<file path="src/rtl/fft_pkg.sv">
// Shared constants for the FFT datapath: default geometry, derived pipeline depth,
// scheduler state encoding and the butterfly data width.
package fft_pkg;

    localparam int unsigned LOG2_N_DEF       = 6;
    localparam int unsigned READ_LATENCY_DEF = 1;
    localparam int unsigned BFLY_LATENCY_DEF = 3;
    localparam int unsigned PIPE_DEF         = READ_LATENCY_DEF + BFLY_LATENCY_DEF;

    // Samples are Q1.(DATA_W-1) fixed point in both RAM and butterfly.
    localparam int unsigned DATA_W = 16;

    typedef logic [1:0] sched_state_t;

    localparam sched_state_t ST_IDLE  = 2'd0;
    localparam sched_state_t ST_RUN   = 2'd1;
    localparam sched_state_t ST_DRAIN = 2'd2;
    localparam sched_state_t ST_DONE  = 2'd3;

endpackage

</file>
<file path="src/rtl/fft_stage_scheduler_if.sv">
// Scheduler control bus: start/busy/done handshake plus RAM read, twiddle and write-back addressing.
interface fft_stage_scheduler_if
    import fft_pkg::*;
#(
    parameter int unsigned LOG2_N = LOG2_N_DEF
);

    logic              start;
    logic              busy;
    logic              done;
    logic [LOG2_N-1:0] stage;
    logic              rd_en;
    logic [LOG2_N-1:0] rd_addr_a;
    logic [LOG2_N-1:0] rd_addr_b;
    logic [LOG2_N-2:0] tw_addr;
    logic              wr_en;
    logic [LOG2_N-1:0] wr_addr_a;
    logic [LOG2_N-1:0] wr_addr_b;

    modport master (
        input  start,
        output busy, done, stage, rd_en, rd_addr_a, rd_addr_b, tw_addr,
        output wr_en, wr_addr_a, wr_addr_b
    );

    modport slave (
        output start,
        input  busy, done, stage, rd_en, rd_addr_a, rd_addr_b, tw_addr,
        input  wr_en, wr_addr_a, wr_addr_b
    );

endinterface

</file>
<file path="src/rtl/delay.sv">
// Fixed-length register delay line without reset; callers qualify the output with their own valid.
module delay #(
    parameter int unsigned WIDTH  = 8,
    parameter int unsigned CYCLES = 1
) (
    input  logic             i_clk,
    input  logic [WIDTH-1:0] i_d,
    output logic [WIDTH-1:0] o_q
);

    logic [WIDTH-1:0] r_pipe [CYCLES];

    always_ff @(posedge i_clk) begin
        r_pipe[0] <= i_d;
        for (int i = 1; i < int'(CYCLES); i++) begin
            r_pipe[i] <= r_pipe[i-1];
        end
    end

    assign o_q = r_pipe[CYCLES-1];

endmodule

</file>
<file path="src/rtl/fft_stage_scheduler.sv">
// In-place radix-2 DIT FFT scheduler: one butterfly per cycle per stage, a PIPE-cycle drain
// between stages, and write-back addresses delayed to match the butterfly outputs.
module fft_stage_scheduler
    import fft_pkg::*;
#(
    parameter int unsigned LOG2_N       = LOG2_N_DEF,
    parameter int unsigned READ_LATENCY = READ_LATENCY_DEF,
    parameter int unsigned BFLY_LATENCY = BFLY_LATENCY_DEF
) (
    input  logic                  i_clk,
    input  logic                  i_rst_n,
    fft_stage_scheduler_if.master io_bus
);

    localparam int unsigned PIPE = READ_LATENCY + BFLY_LATENCY;
    localparam int unsigned KW   = LOG2_N - 1;
    localparam int unsigned CW   = $clog2(PIPE + 1);

    localparam logic [KW-1:0]     K_LAST     = '1;
    localparam logic [KW-1:0]     K_ONE      = KW'(1);
    localparam logic [LOG2_N-1:0] S_LAST     = LOG2_N'(LOG2_N - 1);
    localparam logic [LOG2_N-1:0] S_ONE      = LOG2_N'(1);
    localparam logic [CW-1:0]     DRAIN_LOAD = CW'(PIPE);
    localparam logic [CW-1:0]     DRAIN_ONE  = CW'(1);

    sched_state_t      r_state;
    logic [LOG2_N-1:0] r_stage;
    logic [KW-1:0]     r_k;
    logic [CW-1:0]     r_drain;
    logic [PIPE-1:0]   r_vld;

    logic                w_rd_en;
    logic [LOG2_N-1:0]   w_k, w_span, w_g, w_j, w_a, w_b, w_tw_shift;
    logic [LOG2_N-2:0]   w_tw;
    logic [LOG2_N-1:0]   w_rd_a, w_rd_b;
    logic [2*LOG2_N-1:0] w_wr_addr;

    always_ff @(posedge i_clk or negedge i_rst_n) begin
        if (!i_rst_n) begin
            r_state <= ST_IDLE;
            r_stage <= '0;
            r_k     <= '0;
            r_drain <= '0;
        end else begin
            case (r_state)
                ST_IDLE: begin
                    if (io_bus.start) begin
                        r_state <= ST_RUN;
                        r_stage <= '0;
                        r_k     <= '0;
                    end
                end
                ST_RUN: begin
                    r_k <= r_k + K_ONE;
                    if (r_k == K_LAST) begin
                        r_state <= ST_DRAIN;
                        r_drain <= DRAIN_LOAD;
                    end
                end
                ST_DRAIN: begin
                    r_drain <= r_drain - DRAIN_ONE;
                    if (r_drain == DRAIN_ONE) begin
                        if (r_stage == S_LAST) begin
                            r_state <= ST_DONE;
                        end else begin
                            r_state <= ST_RUN;
                            r_stage <= r_stage + S_ONE;
                            r_k     <= '0;
                        end
                    end
                end
                ST_DONE: r_state <= ST_IDLE;
                default: r_state <= ST_IDLE;
            endcase
        end
    end

    // Butterfly k of stage s pairs a = g*2*span + j with a + span.
    assign w_k        = {1'b0, r_k};
    assign w_span     = S_ONE << r_stage;
    assign w_g        = w_k >> r_stage;
    assign w_j        = w_k & (w_span - S_ONE);
    assign w_a        = ((w_g << r_stage) << 1) + w_j;
    assign w_b        = w_a + w_span;
    assign w_tw_shift = S_LAST - r_stage;
    assign w_tw       = w_j[LOG2_N-2:0] << w_tw_shift;

    assign w_rd_en = (r_state == ST_RUN);
    assign w_rd_a  = w_rd_en ? w_a : '0;
    assign w_rd_b  = w_rd_en ? w_b : '0;

    // Valid bit kept apart from the unreset address delay so reset drops wr_en immediately.
    always_ff @(posedge i_clk or negedge i_rst_n) begin
        if (!i_rst_n) begin
            r_vld <= '0;
        end else begin
            r_vld[0] <= w_rd_en;
            for (int i = 1; i < int'(PIPE); i++) begin
                r_vld[i] <= r_vld[i-1];
            end
        end
    end

    delay #(
        .WIDTH  (2 * LOG2_N),
        .CYCLES (PIPE)
    ) u_addr_dly (
        .i_clk (i_clk),
        .i_d   ({w_rd_a, w_rd_b}),
        .o_q   (w_wr_addr)
    );

    assign io_bus.busy      = (r_state != ST_IDLE);
    assign io_bus.done      = (r_state == ST_DONE);
    assign io_bus.stage     = r_stage;
    assign io_bus.rd_en     = w_rd_en;
    assign io_bus.rd_addr_a = w_rd_a;
    assign io_bus.rd_addr_b = w_rd_b;
    assign io_bus.tw_addr   = w_rd_en ? w_tw : '0;
    assign io_bus.wr_en     = r_vld[PIPE-1];
    assign io_bus.wr_addr_a = r_vld[PIPE-1] ? w_wr_addr[2*LOG2_N-1:LOG2_N] : '0;
    assign io_bus.wr_addr_b = r_vld[PIPE-1] ? w_wr_addr[LOG2_N-1:0] : '0;

endmodule
</file>
<file path="src/flat_wrapper.sv">
// flat-port wrapper written by rule: the top's interface ports become plain ports
module fft_stage_scheduler_flat import fft_pkg::*;
#(
    parameter int unsigned LOG2_N       = LOG2_N_DEF,
    parameter int unsigned READ_LATENCY = READ_LATENCY_DEF,
    parameter int unsigned BFLY_LATENCY = BFLY_LATENCY_DEF
)
  (i_clk, i_rst_n, io_bus_start, io_bus_busy, io_bus_done, io_bus_stage, io_bus_rd_en, io_bus_rd_addr_a, io_bus_rd_addr_b, io_bus_tw_addr, io_bus_wr_en, io_bus_wr_addr_a, io_bus_wr_addr_b);
  fft_stage_scheduler_if #(.LOG2_N(LOG2_N)) io_bus_i ();
  input  logic i_clk;
  input  logic i_rst_n;
  input wire logic [$bits(io_bus_i.start)-1:0] io_bus_start;
  output wire logic [$bits(io_bus_i.busy)-1:0] io_bus_busy;
  output wire logic [$bits(io_bus_i.done)-1:0] io_bus_done;
  output wire logic [$bits(io_bus_i.stage)-1:0] io_bus_stage;
  output wire logic [$bits(io_bus_i.rd_en)-1:0] io_bus_rd_en;
  output wire logic [$bits(io_bus_i.rd_addr_a)-1:0] io_bus_rd_addr_a;
  output wire logic [$bits(io_bus_i.rd_addr_b)-1:0] io_bus_rd_addr_b;
  output wire logic [$bits(io_bus_i.tw_addr)-1:0] io_bus_tw_addr;
  output wire logic [$bits(io_bus_i.wr_en)-1:0] io_bus_wr_en;
  output wire logic [$bits(io_bus_i.wr_addr_a)-1:0] io_bus_wr_addr_a;
  output wire logic [$bits(io_bus_i.wr_addr_b)-1:0] io_bus_wr_addr_b;
  assign io_bus_i.start = io_bus_start;
  assign io_bus_busy = io_bus_i.busy;
  assign io_bus_done = io_bus_i.done;
  assign io_bus_stage = io_bus_i.stage;
  assign io_bus_rd_en = io_bus_i.rd_en;
  assign io_bus_rd_addr_a = io_bus_i.rd_addr_a;
  assign io_bus_rd_addr_b = io_bus_i.rd_addr_b;
  assign io_bus_tw_addr = io_bus_i.tw_addr;
  assign io_bus_wr_en = io_bus_i.wr_en;
  assign io_bus_wr_addr_a = io_bus_i.wr_addr_a;
  assign io_bus_wr_addr_b = io_bus_i.wr_addr_b;
  fft_stage_scheduler #(.LOG2_N(LOG2_N), .READ_LATENCY(READ_LATENCY), .BFLY_LATENCY(BFLY_LATENCY)) u_core (.i_clk(i_clk), .i_rst_n(i_rst_n), .io_bus(io_bus_i));
endmodule
</file>
<file path="config.mk">
export PLATFORM = sky130hd
export DESIGN_NAME = fft_stage_scheduler_flat
export DESIGN_NICKNAME = d
export VERILOG_FILES = /design/src/rtl/fft_pkg.sv /design/src/rtl/fft_stage_scheduler_if.sv /design/src/rtl/delay.sv /design/src/rtl/fft_stage_scheduler.sv /design/src/flat_wrapper.sv
export SDC_FILE = /design/constraint.sdc
export NUM_CORES = 1
export LEC_CHECK = 0
export BUFFER_PORTS_ARGS = -buffer_cell sky130_fd_sc_hd__buf_4
export CORE_MARGIN = 2
export CORE_UTILIZATION = 30
export DETAILED_ROUTE_END_ITERATION = 10
export GPL_TIMING_DRIVEN = 0
export MAX_ROUTING_LAYER = met4
export PLACE_DENSITY = 0.57
export SETUP_SLACK_MARGIN = 0.15
export SYNTH_ARGS = -nofsm -noshare
export SYNTH_HDL_FRONTEND = slang
export SYNTH_SLANG_ARGS = --single-unit
export TNS_END_PERCENT = 100
</file>
<file path="constraint.sdc">
create_clock -name i_clk -period 5.65 [get_ports i_clk]
set_input_delay 0.8475 -clock i_clk [delete_from_list [all_inputs] [get_ports i_clk]]
set_output_delay 0.8475 -clock i_clk [all_outputs]
set_load 0.005 [all_outputs]
</file>
==> reports/results.ini, run 1 <==
[status]
outcome = finished, final reports clean

[clock_network]
cts_buffer_depth = 2
cts_setup_buffers = 0
cts_inserted_buffers = 9
cts_hold_buf = 0
clock_sinks = 68
cts-root-buf = clkbuf_8
clk_pin_slew_worst_paths_ps = 80
clock_latency_ps = 340
cts-resized-gates = 0
htree_num_levels = 3
cts_tree = built

[synthesis]
synth_top_flop_cell = dfxtp_1
syn_inst = 284
syn_nets = 306
synth_edf_count = 0
async_flop_share_pct = 29.41
muxShareOfSynthArea_pct = 1.450
synthesis.area_um2 = 2934
ys_seq_area_share_pct = 49.81
synth_compound_area_share_pct = 12.45
synth_top_family_by_area = simple AND/OR/NAND/NOR gates
synth_xor_area_share_pct = 4.733
syn_area_per_cell_um2 = 10.33
yosys_warnings = 0
synthAdderAreaFrac_pct = 8.614
yosys_register_bits = 68
synth-simple-area-share_pct = 18.64
synth.distinct_cells = 51

[floorplan]
rows = 36
core_area_um2 = 9639
die-area_um2 = 10590
io_pins = 42
die_y_um = 102.9
start_util_pct = 30.44
dieWidth_um = 102.9

[route]
vias = 2123
ant_nets = 0
firstDrtPassIters = 4
route.detailed.drc = 0
wl_um = 5932
wl_per_cell_um = 12.46
drt_iter0_drc = 48
vias_per_cell = 4.460

[job]
cap_violations = 0

[placed_design]
place_congestion = 0.8842
numPortBuffers = 41
dpl.hpwl_um = 4382

[critical_path]
worstPathMaxFanout = 10
cp-start-kind = flip-flop
cp.required_ps = 4800
worst-setup-path-type = reg2out
worstPathArrival_ps = 4230
cp_slowest_cell = nor4_4
worstPathCellList = buf_6 > nor4_4 > nand2_1 > ha_1 > clkbuf_1 > xnor2_1 > nor2b_1 > ha_1 > a21o_1 > a21oi_1 > xnor2_1 > ha_1 > a21oi_1 > o21ai_0 > xor2_1 > xnor2_1 > nor2_1 > buf_4
crit_path_max_incr_delay_ps = 400
end_kind = output port

[pwr]
vdd_drop_max_v = 0.0001104
p_comb_share_pct = 0.8
power.switching_w = 0.0001952
p_int_w = 0.0006745
p_leak_nw = 1.585
powerDensity_nw_per_um2 = 240.4
pwr-share-seq_pct = 55.6
clockPowerShare_pct = 43.6
power.share.switching_pct = 22.44

[global_routing]
grt_usage_pct = 12.31
grt_first_pass_wirelength_um = 9508
grt_pass1_vias = 1918
grt_max_degree = 21
overflow = 0
grt_antenna_before_repair = 0

[timing]
clock.fmax_ghz = 0.1970
period_needed_ps = 5076
final-hold-violation-count = 0
tns_ps = 0
setup_viol = 0
slew_headroom_pct = 64.15
tightest_slew_ps = 536.4
fin_crit_sh_pct = 89.83
rsz0062_at_grt = no
finalMaxSlewViolations = 0
final.setup_skew_ps = 7.296

[final_layout]
drive_gt1_share_pct = 21.87
insertedDiodeCount = 0
area.growth.synth_to_final_pct = 23.28
fin_util_pct = 37.53
nNetsFinal = 360

[worst_hold_path]
hp-class = reg2reg

[flip-flops by register name, summed over array words and instances (netlist names)]
register	flops
u_core.r_vld	4
u_core.r_drain	3
u_core.u_addr_dly.r_pipe	48
u_core.r_k	5
u_core.io_bus.stage	6
u_core.r_state	2
[Yosys cell counts (2+ instances only)]
cell,n,area [µm²]
nand2_1,19,71.32
xnor2_1,8,70.07
xor2_1,6,52.55
a21o_1,4,30.03
a221oi_1,2,17.52
a22o_1,9,78.83
nor2b_1,7,43.79
nor3_1,3,15.01
mux2_2,2,22.52
nand2b_1,9,56.30
buf_4,2,15.01
o31ai_1,2,15.01
buf_2,2,10.01
clkbuf_1,8,30.03
dfrtp_1,20,500.5
a21oi_1,14,70.07
nand3_1,10,50.05
and2_1,16,100.1
fa_1,2,40.04
mux2i_1,2,20.02
nor2_1,18,67.56
nand4_1,2,12.51
ha_1,17,212.7
and3_1,6,37.54
buf_1,3,11.26
o211ai_1,2,15.01
dfxtp_1,48,960.9
inv_1,12,45.04
o21ai_0,7,35.03
[kinds of logic after synthesis]
kind of cell / after synthesis
AO/OA/AOI/OAI: 50
XOR/XNOR: 15
adder cells (fa/ha/maj): 19
buffers and inverters: 28
flip-flops: 68
multiplexers: 4
other: 1
AND/OR/NAND/NOR: 99
[per-stage QoR]
stage | cell area, µm² | instances | hold slack (ps) | setup slack (ps) | power (W)
detailed placement | 3408 | 458 | 312.1 | 796.9 | 0.0005014
finish | 3617 | 476 | 324.9 | 574.4 | 0.0008697
global route | 3617 | 476 | 330.6 | 179.2 | 0.0009064
global placement | 3408 | 458 | 310.0 | 817.6 | 0.0005012
floorplan | 2934 | 284 | 309.6 | 1390 | 0.0004955
CTS | 3602 | 474 | 326.5 | 381.9 | 0.0008861
[power groups by stage]
stage / logic (W) / clock network (W) / registers, W
2_1_floorplan: 0.00000113 / 0 / 0.000494
3_3_place_gp: 0.00000682 / 0 / 0.000494
3_5_place_dp: 0.00000680 / 0 / 0.000495
4_1_cts: 0.00000683 / 0.000396 / 0.000484
5_1_grt: 0.00000775 / 0.000415 / 0.000484
6_report: 0.00000657 / 0.000379 / 0.000484
[area by class of cell]
type                    instances  area [µm²]
repair buffers                 43       322.8
multi-input cells             188        1350
plain buffers                  16       77.57
well taps                     133       166.4
flip-flops and latches         68        1461
clock buffers                  10       148.9
inverters                      12       45.04
fillers                       976        6022
clock inverters                 6       45.04
[per-layer routing]
| metal | routed length [µm] | track usage [%] | vias to the layer above |
|---|---|---|---|
| li1 | - | - | 1074 |
| met1 | 2937 | 16.07 | 982 |
| met2 | 2604 | 17.33 | 56 |
| met3 | 291 | 3.186 | 11 |
| met4 | 99 | 6.680 | 0 |
| met5 | 0 | - | - |
[placed cells by master, fill, tap and decap left out, types with 10 or more instances in the layout]
| cell type | synthesis | layout |
|---|---|---|
| dfxtp_1 | 48 | 48 |
| buf_4 | 2 | 45 |
| dfrtp_1 | 20 | 20 |
| nand2_1 | 19 | 19 |
| nor2_1 | 18 | 18 |
| ha_1 | 17 | 17 |
| and2_1 | 16 | 16 |
| a21oi_1 | 14 | 14 |
| inv_1 | 12 | 12 |
| nand3_1 | 10 | 10 |
[worst max-delay path, delay by kind of cell, from the launching register on]
family	cells	cell delay, ps
XOR/XNOR	4	720
adder cells (fa/ha/maj)	3	830
AND/OR/NAND/NOR	4	840
AO/OA/AOI/OAI	4	620
flip-flops	1	390
buffers and inverters	3	500
[worst paths after layout]
check | start | end | slack, ps | cells past startpoint
setup / recovery | u_core.io_bus.stage[5] | io_bus_rd_addr_b[5] | 570 | 18
hold / removal | u_core.u_addr_dly.r_pipe[0][6] | u_core.u_addr_dly.r_pipe[1][6] | 320 | 0
setup reg to reg | u_core.io_bus.stage[5] | u_core.u_addr_dly.r_pipe[0][5] | 1810 | 17
hold reg to reg | u_core.u_addr_dly.r_pipe[0][6] | u_core.u_addr_dly.r_pipe[1][6] | 320 | 0
max in group asynchronous | i_rst_n | u_core.r_k[1] | 5050 | 1
min in group asynchronous | i_rst_n | u_core.r_drain[0] | 380 | 1
Power figures use the tool's default switching activity.
==> run 2, diff against run 1 <==
--- a/config.mk
+++ b/config.mk
@@ -15,5 +15,6 @@
 export SETUP_SLACK_MARGIN = 0.15
 export SYNTH_ARGS = -nofsm -noshare
 export SYNTH_HDL_FRONTEND = slang
+export SYNTH_HIERARCHICAL = 1
 export SYNTH_SLANG_ARGS = --single-unit
 export TNS_END_PERCENT = 100
==> reports/results.ini, run 2 <==
[status]
outcome = finished, final reports clean

[floorplan]
die_y_um = 101.5  ; -1.4%
die-area_um2 = 10300  ; -2.7%
dieWidth_um = 101.5  ; -1.4%
start_util_pct = 30.86  ; +0.42 points
io_pins = 42  ; unchanged
rows = 35  ; -2.8%
core_area_um2 = 9240  ; -4.1%

[final_layout]
insertedDiodeCount = 0  ; unchanged
area.growth.synth_to_final_pct = 24.40
drive_gt1_share_pct = 21.93  ; +0.064 points
final_common_cell = dfxtp_1
fin_util_pct = 38.39  ; +0.86 points
largest_reg_flops = 48  ; unchanged
n_fill_cell = 921  ; -5.6%
nNetsFinal = 359  ; -0.28%
layout_common_cells = dfxtp_1 (48), buf_4 (44), nor2_1 (33)
regMostFlops = u_core/u_addr_dly/r_pipe

[worst_hold_path]
hp-class = reg2reg
worstHoldStart = u_core/u_addr_dly/r_pipe[2][2]
whs_path_depth = 0  ; unchanged
holdPathEnd = u_core/u_addr_dly/r_pipe[3][2]

[synthesis]
yosys-top-cells-count = dfxtp_1 (48), nor2_1 (33), dfrtp_1 (20)
yosysMostFrequentCell = dfxtp_1
yosys-top-cells-area = dfxtp_1 (34%), dfrtp_1 (18%), ha_1 (7.5%)
async_flop_share_pct = 29.41  ; unchanged
yosys_warnings = 6  ; +6
ys_seq_area_share_pct = 51.25  ; +1.4 points
yosys_register_bits = 68  ; unchanged
synthesis.area_um2 = 2851  ; -2.8%
syn_area_per_cell_um2 = 10.01  ; -3.2%
syn_inst = 285  ; +0.35%
synth_top_area_cell = dfxtp_1
synth_top_flop_cell = dfxtp_1
synth_edf_count = 0  ; unchanged
synth.distinct_cells = 48  ; -5.9%
syn_nets = 307  ; +0.33%
synth_top_area_share_pct = 33.70  ; +0.95 points

[route]
wl_per_cell_um = 12.18  ; -2.2%
firstDrtPassIters = 7  ; +3
vias = 2106  ; -0.80%
drt_iter0_drc = 69  ; +44%
vias_per_cell = 4.471  ; +0.25%
ant_nets = 0  ; unchanged
route.detailed.drc = 0  ; unchanged
wl_um = 5739  ; -3.3%

[critical_path]
cp.required_ps = 4800  ; about the same
crit_path_max_incr_delay_ps = 500  ; +100 ps
end_kind = output port
r2r_setup_slack_ps = 1850  ; +40 ps
cp_slowest_cell = fa_1
worstPathArrival_ps = 4190  ; -40 ps
r2r_start = u_core/io_bus.stage[0]
worstPathMaxFanout = 10  ; unchanged
r2r_end = u_core/u_addr_dly/r_pipe[0][5]
crit_family = adder cells
worst-setup-path-type = reg2out
cp_common_cell = ha_1
cp-start-kind = flip-flop
cp_num_buf_inv = 4  ; +1
worstPathCellList = clkbuf_2 > nor2b_1 > nand2_1 > ha_1 > nor2b_1 > ha_1 > inv_1 > fa_1 > inv_1 > ha_1 > a21oi_1 > o21ai_0 > xor2_1 > xnor2_1 > nor2_1 > buf_4
r2r_cells = 15  ; -2
worst-path-stages = 16  ; -2

[job]
cap_violations = 0  ; unchanged

[global_routing]
grt_antenna_before_repair = 0  ; unchanged
grt_usage_pct = 12.54  ; +0.23 points
grt_pass1_vias = 2009  ; +4.7%
overflow = 0  ; unchanged
grt_max_degree = 21  ; unchanged
grt_first_pass_wirelength_um = 9584  ; +0.80%

[clock_network]
clock_latency_ps = 330  ; about the same
cts-root-buf = clkbuf_8
cts_tree = built
clock_sinks = 68  ; unchanged
clk_pin_slew_worst_paths_ps = 70  ; about the same
htree_num_levels = 3  ; unchanged
cts_inserted_buffers = 9  ; unchanged
cts_hold_buf = 0  ; unchanged
cts_buffer_depth = 2  ; unchanged

[timing]
period_needed_ps = 5036  ; -39.34 ps
finalMaxSlewViolations = 0  ; unchanged
tightest_slew_ps = 502.0  ; -34.39 ps
fin_crit_sh_pct = 89.14  ; -0.70 points
rsz0062_at_grt = no
slew_headroom_pct = 66.53  ; +2.4 points
tns_ps = 0  ; unchanged
final.setup_skew_ps = 10.36  ; +3.066 ps
final-hold-violation-count = 0  ; unchanged
setup_viol = 0  ; unchanged
clock.fmax_ghz = 0.1986  ; +0.78%

[pwr]
p_leak_nw = 1.601  ; +1.0%
vdd_drop_max_v = 0.0001039  ; -6.0%
powerDensity_nw_per_um2 = 262.2  ; +9.1%
p_total_w = 0.0009300  ; +6.9%

[placed_design]
numPortBuffers = 41  ; unchanged
place_congestion = 0.7817  ; -12%
dpl.hpwl_um = 4174  ; -4.8%

## run 2: kinds of logic (layout without fill, tap and decap cells)
| group | after synthesis | after routing | synth area share, % |
|---|---|---|---|
| muxes | 3 | 3 | 1.053 |
| adders and majority gates | 19 | 19 | 8.863 |
| and+or+nand+nor | 101 | 101 | 18.96 |
| DFF | 68 | 68 | 51.25 |
| AOI/OAI and AO/OA | 48 | 48 | 10.31 |
| other | 1 | 1 | 0.1315 |
| buffers and inverters | 29 | 86 | 4.519 |
| xor gates and xnor gates | 16 | 16 | 4.914 |
## run 2: worst max path at each step
| stage | from | to | slack [ps] |
|---|---|---|---|
| final | u_core/io_bus.stage[0] | io_bus_rd_addr_b[5] | 610 |
| after global routing | u_core/io_bus.stage[4] | io_bus_rd_addr_b[5] | 290 |
| after CTS | u_core/io_bus.stage[0] | io_bus_rd_addr_b[5] | 410 |
| after detailed placement | u_core/io_bus.stage[0] | io_bus_rd_addr_b[5] | 800 |
| after global placement | u_core/io_bus.stage[0] | io_bus_rd_addr_b[5] | 800 |
| after floorplan | u_core/io_bus.stage[3] | io_bus_rd_addr_b[5] | 1470 |
## run 2: worst reg2reg max path: stages, from the launching register on
cell,delay (ps)
dfrtp_1,380
clkbuf_2,250
nor2b_1,330
nand2_1,180
ha_1,320
nor2b_1,240
ha_1,220
inv_1,50
fa_1,500
inv_1,50
ha_1,310
a21oi_1,230
o21ai_0,150
xor2_1,190
xnor2_1,130
nor2_1,180
## run 2: metal layers
metal	vias to the layer above	wire, µm	GRT usage [%]
met5	-	0	-
met4	0	68	4.782
met1	982	2830	15.56
met3	5	281	3.865
li1	1053	-	-
met2	66	2558	19.15
## run 2: stage by stage
step	std cells	cell area [µm²]	hold slack (ps)	setup slack (ps)
6_report	471	3547	317.7	613.7
5_1_grt	471	3547	326.2	292.9
4_1_cts	471	3546	317.8	411.2
3_5_place_dp	455	3321	312.1	800.6
3_3_place_gp	455	3321	310.2	804.7
2_1_floorplan	285	2851	309.6	1469
## run 2: cell type report
type | instances | area [µm²] | area share (%)
clock buffer | 10 | 137.6 | 3.880
buffer | 12 | 66.31 | 1.869
sequential | 68 | 1461 | 41.20
multi-input combinational | 188 | 1261 | 35.56
tap | 129 | 161.4 | 4.550
clock inverter | 6 | 87.58 | 2.469
timing repair buffer | 41 | 307.8 | 8.677
inverter | 17 | 63.81 | 1.799
## run 2: timing repair
| action | in CTS | in global routing |
|---|---|---|
| setup endpoints to repair | 0 | 1 |
| gates resized for setup | 0 | 2 |
| buffers inserted | 0 | 0 |
## run 2: power by group
part,switching (W),total (W),internal (W),leakage [nW]
Sequential,0.000000394,0.000484,0.000483,0.632
Combinational,0.00000471,0.00000698,0.00000227,0.852
Clock,0.000179,0.000439,0.000260,0.116
Total,0.000184,0.000930,0.000746,1.60
==> run 3, diff against run 2 <==
--- a/config.mk
+++ b/config.mk
@@ -6,12 +6,14 @@
 export NUM_CORES = 1
 export LEC_CHECK = 0
 export BUFFER_PORTS_ARGS = -buffer_cell sky130_fd_sc_hd__buf_4
+export CELL_PAD_IN_SITES_DETAIL_PLACEMENT = 1
+export CELL_PAD_IN_SITES_GLOBAL_PLACEMENT = 2
 export CORE_MARGIN = 2
 export CORE_UTILIZATION = 30
 export DETAILED_ROUTE_END_ITERATION = 10
 export GPL_TIMING_DRIVEN = 0
 export MAX_ROUTING_LAYER = met4
-export PLACE_DENSITY = 0.57
+export PLACE_DENSITY = 0.78
 export SETUP_SLACK_MARGIN = 0.15
 export SYNTH_ARGS = -nofsm -noshare
 export SYNTH_HDL_FRONTEND = slang
==> constraint.sdc (replaced) <==
create_clock -name i_clk -period 5.65 [get_ports i_clk]
set_input_delay 0.8475 -clock i_clk [delete_from_list [all_inputs] [get_ports i_clk]]
set_output_delay 0.8475 -clock i_clk [all_outputs]
set_load 0.05 [all_outputs]
==> reports/results.ini, run 3 (synthesis gave the netlist of run 2 again) <==
[global_routing]
grt_max_degree = 21  ; unchanged
grt_antenna_before_repair = 0  ; unchanged
grt_first_pass_wirelength_um = 11150  ; +16%
overflow = 0  ; unchanged
grt_pass1_vias = 2222  ; +11%
grt_usage_pct = 14.61  ; +2.1 points

[placed_design]
dpl.hpwl_um = 5012  ; +20%
numPortBuffers = 41  ; unchanged
place_congestion = 0.8157  ; +4.3%

[critical_path]
cp-start-kind = flip-flop
worstPathCellList = buf_4 > nor4_4 > nand2_1 > ha_1 > nor2b_2 > ha_1 > inv_1 > fa_1 > inv_1 > ha_1 > a21oi_1 > o21ai_0 > xor2_1 > xnor2_1 > nor2_1 > buf_4
r2r_start = u_core/io_bus.stage[4]
worstPathArrival_ps = 4350  ; +160 ps
cp_common_cell = ha_1
crit_path_max_incr_delay_ps = 500  ; about the same
crit_family = adder cells
cp_slowest_cell = fa_1
cp_num_buf_inv = 4  ; unchanged
end_kind = output port
worstPathMaxFanout = 9  ; -1
worst-setup-path-type = reg2out
cp.required_ps = 4800  ; about the same
cp-startpoint = u_core/io_bus.stage[4]

[final_layout]
largest_reg_flops = 48  ; unchanged
final_common_cell = dfxtp_1
layout_common_cells = dfxtp_1 (48), buf_4 (46), nor2_1 (33)
regMostFlops = u_core/u_addr_dly/r_pipe
area.growth.synth_to_final_pct = 24.57
fin_util_pct = 38.44  ; +0.054 points
drive_gt1_share_pct = 22.74  ; +0.81 points
nNetsFinal = 361  ; +0.56%
insertedDiodeCount = 0  ; unchanged

[clock_network]
cts_buffer_depth = 2  ; unchanged
cts_hold_buf = 0  ; unchanged
cts-root-buf = clkbuf_8
cts_inserted_buffers = 9  ; unchanged
htree_num_levels = 3  ; unchanged
clock_sinks = 68  ; unchanged
clock_latency_ps = 330  ; about the same
clk_pin_slew_worst_paths_ps = 70  ; about the same
cts_tree = built

[pwr]
power.share.switching_pct = 20.76  ; +0.99 points
power.switching_w = 0.0001921  ; +4.5%
p_leak_nw = 1.608  ; +0.46%
powerDensity_nw_per_um2 = 260.4  ; -0.66%
p_int_w = 0.0007331  ; -1.8%
pwr-share-seq_pct = 52.3  ; +0.3 points
clockPowerShare_pct = 46.7  ; -0.5 points
p_comb_share_pct = 1.0  ; +0.2 points
vdd_drop_max_v = 0.0001103  ; +6.2%

[floorplan]
dieWidth_um = 101.5  ; unchanged
rows = 35  ; unchanged
io_pins = 42  ; unchanged
die_y_um = 101.5  ; unchanged
die-area_um2 = 10300  ; unchanged
core_area_um2 = 9240  ; unchanged
start_util_pct = 30.86  ; unchanged

[timing]
fin_crit_sh_pct = 91.93  ; +2.8 points
final.setup_skew_ps = 6.232  ; -4.129 ps
slew_headroom_pct = 65.46  ; -1.1 points
finalMaxSlewViolations = 0  ; unchanged
rsz0062_at_grt = no
setup_viol = 0  ; unchanged
tightest_slew_ps = 518.1  ; +16.05 ps
period_needed_ps = 5194  ; +157.8 ps
final-hold-violation-count = 0  ; unchanged
clock.fmax_ghz = 0.1925  ; -3.0%
tns_ps = 0  ; unchanged

[route]
vias = 2132  ; +1.2%
drt_iter0_drc = 96  ; +39%
vias_per_cell = 4.517  ; +1.0%
ant_nets = 0  ; unchanged
wl_um = 6789  ; +18%
firstDrtPassIters = 4  ; -3
route.detailed.drc = 0  ; unchanged
wl_per_cell_um = 14.38  ; +18%

[job]
cap_violations = 0  ; unchanged

[worst_hold_path]
hp-class = reg2reg
worstHoldStart = u_core/u_addr_dly/r_pipe[1][4]

[status]
outcome = finished, final reports clean

[run 3: cell count changes in the layout (fill, tap and decap cells not counted)]
cell | before | now
buf_4 | 44 | 46
clkbuf_8 | 10 | 9
clkinv_2 | 2 | 1
clkinv_4 | 2 | 0
inv_4 | 0 | 2
inv_6 | 0 | 1
nor2b_1 | 5 | 3
nor2b_2 | 0 | 2
[run 3: final timing paths]
| kind | to | slack (ps) | cells after the start |
|---|---|---|---|
| max | io_bus_rd_addr_b[5] | 460 | 16 |
| min | u_core/u_addr_dly/r_pipe[2][4] | 330 | 0 |
| max reg2reg | u_core/u_addr_dly/r_pipe[0][5] | 1790 | 15 |
| min reg2reg | u_core/u_addr_dly/r_pipe[2][4] | 330 | 0 |
| max in group asynchronous | u_core/r_vld[3] | 5030 | 1 |
| min in group asynchronous | u_core/io_bus.stage[4] | 390 | 1 |
[run 3: metal layers]
layer  vias to the layer above  wire length, µm  track usage [%]
met5                         -                0                -
met4                         0               98            6.445
met3                         7              232            2.484
met2                        42             3305            23.08
met1                      1023             3152            18.39
li1                       1060                -                -
[run 3: what timing repair did]
action	CTS	global route
resized for setup	0	4
buffers inserted	0	2
setup endpoints to repair	0	2
[run 3: per-stage QoR]
stage / hold WS (ps) / power (W) / setup WS, ps / instances / instance area [µm²]
after floorplan: 309.6 / 0.0004985 / 615.8 / 285 / 2851
after global placement: 310.2 / 0.0005042 / 574.3 / 455 / 3321
after detailed placement: 313.2 / 0.0005044 / 546.1 / 455 / 3321
after CTS: 330.2 / 0.0009351 / 153.1 / 470 / 3531
after global routing: 332.0 / 0.0009584 / 177.7 / 472 / 3552
final: 329.4 / 0.0009251 / 456.0 / 472 / 3552
[run 3: final cells by class]
type / instances / area (µm²)
Clock buffer: 9 / 123.9
Clock inverter: 6 / 86.33
Fill cell: 1056 / 5688
Sequential cell: 68 / 1461
Buffer: 12 / 66.31
Multi-Input combinational cell: 188 / 1266
Inverter: 17 / 63.81
Timing Repair Buffer: 43 / 322.8
Tap cell: 129 / 161.4
[run 3: power by group through the flow]
stage | logic [W] | registers [W] | clock network [W]
final | 0.00000962 | 0.000484 | 0.000432
after global routing | 0.0000106 | 0.000484 | 0.000464
after CTS | 0.00000988 | 0.000484 | 0.000441
after detailed placement | 0.00000986 | 0.000495 | 0
after global placement | 0.00000978 | 0.000494 | 0
after floorplan | 0.00000420 | 0.000494 | 0
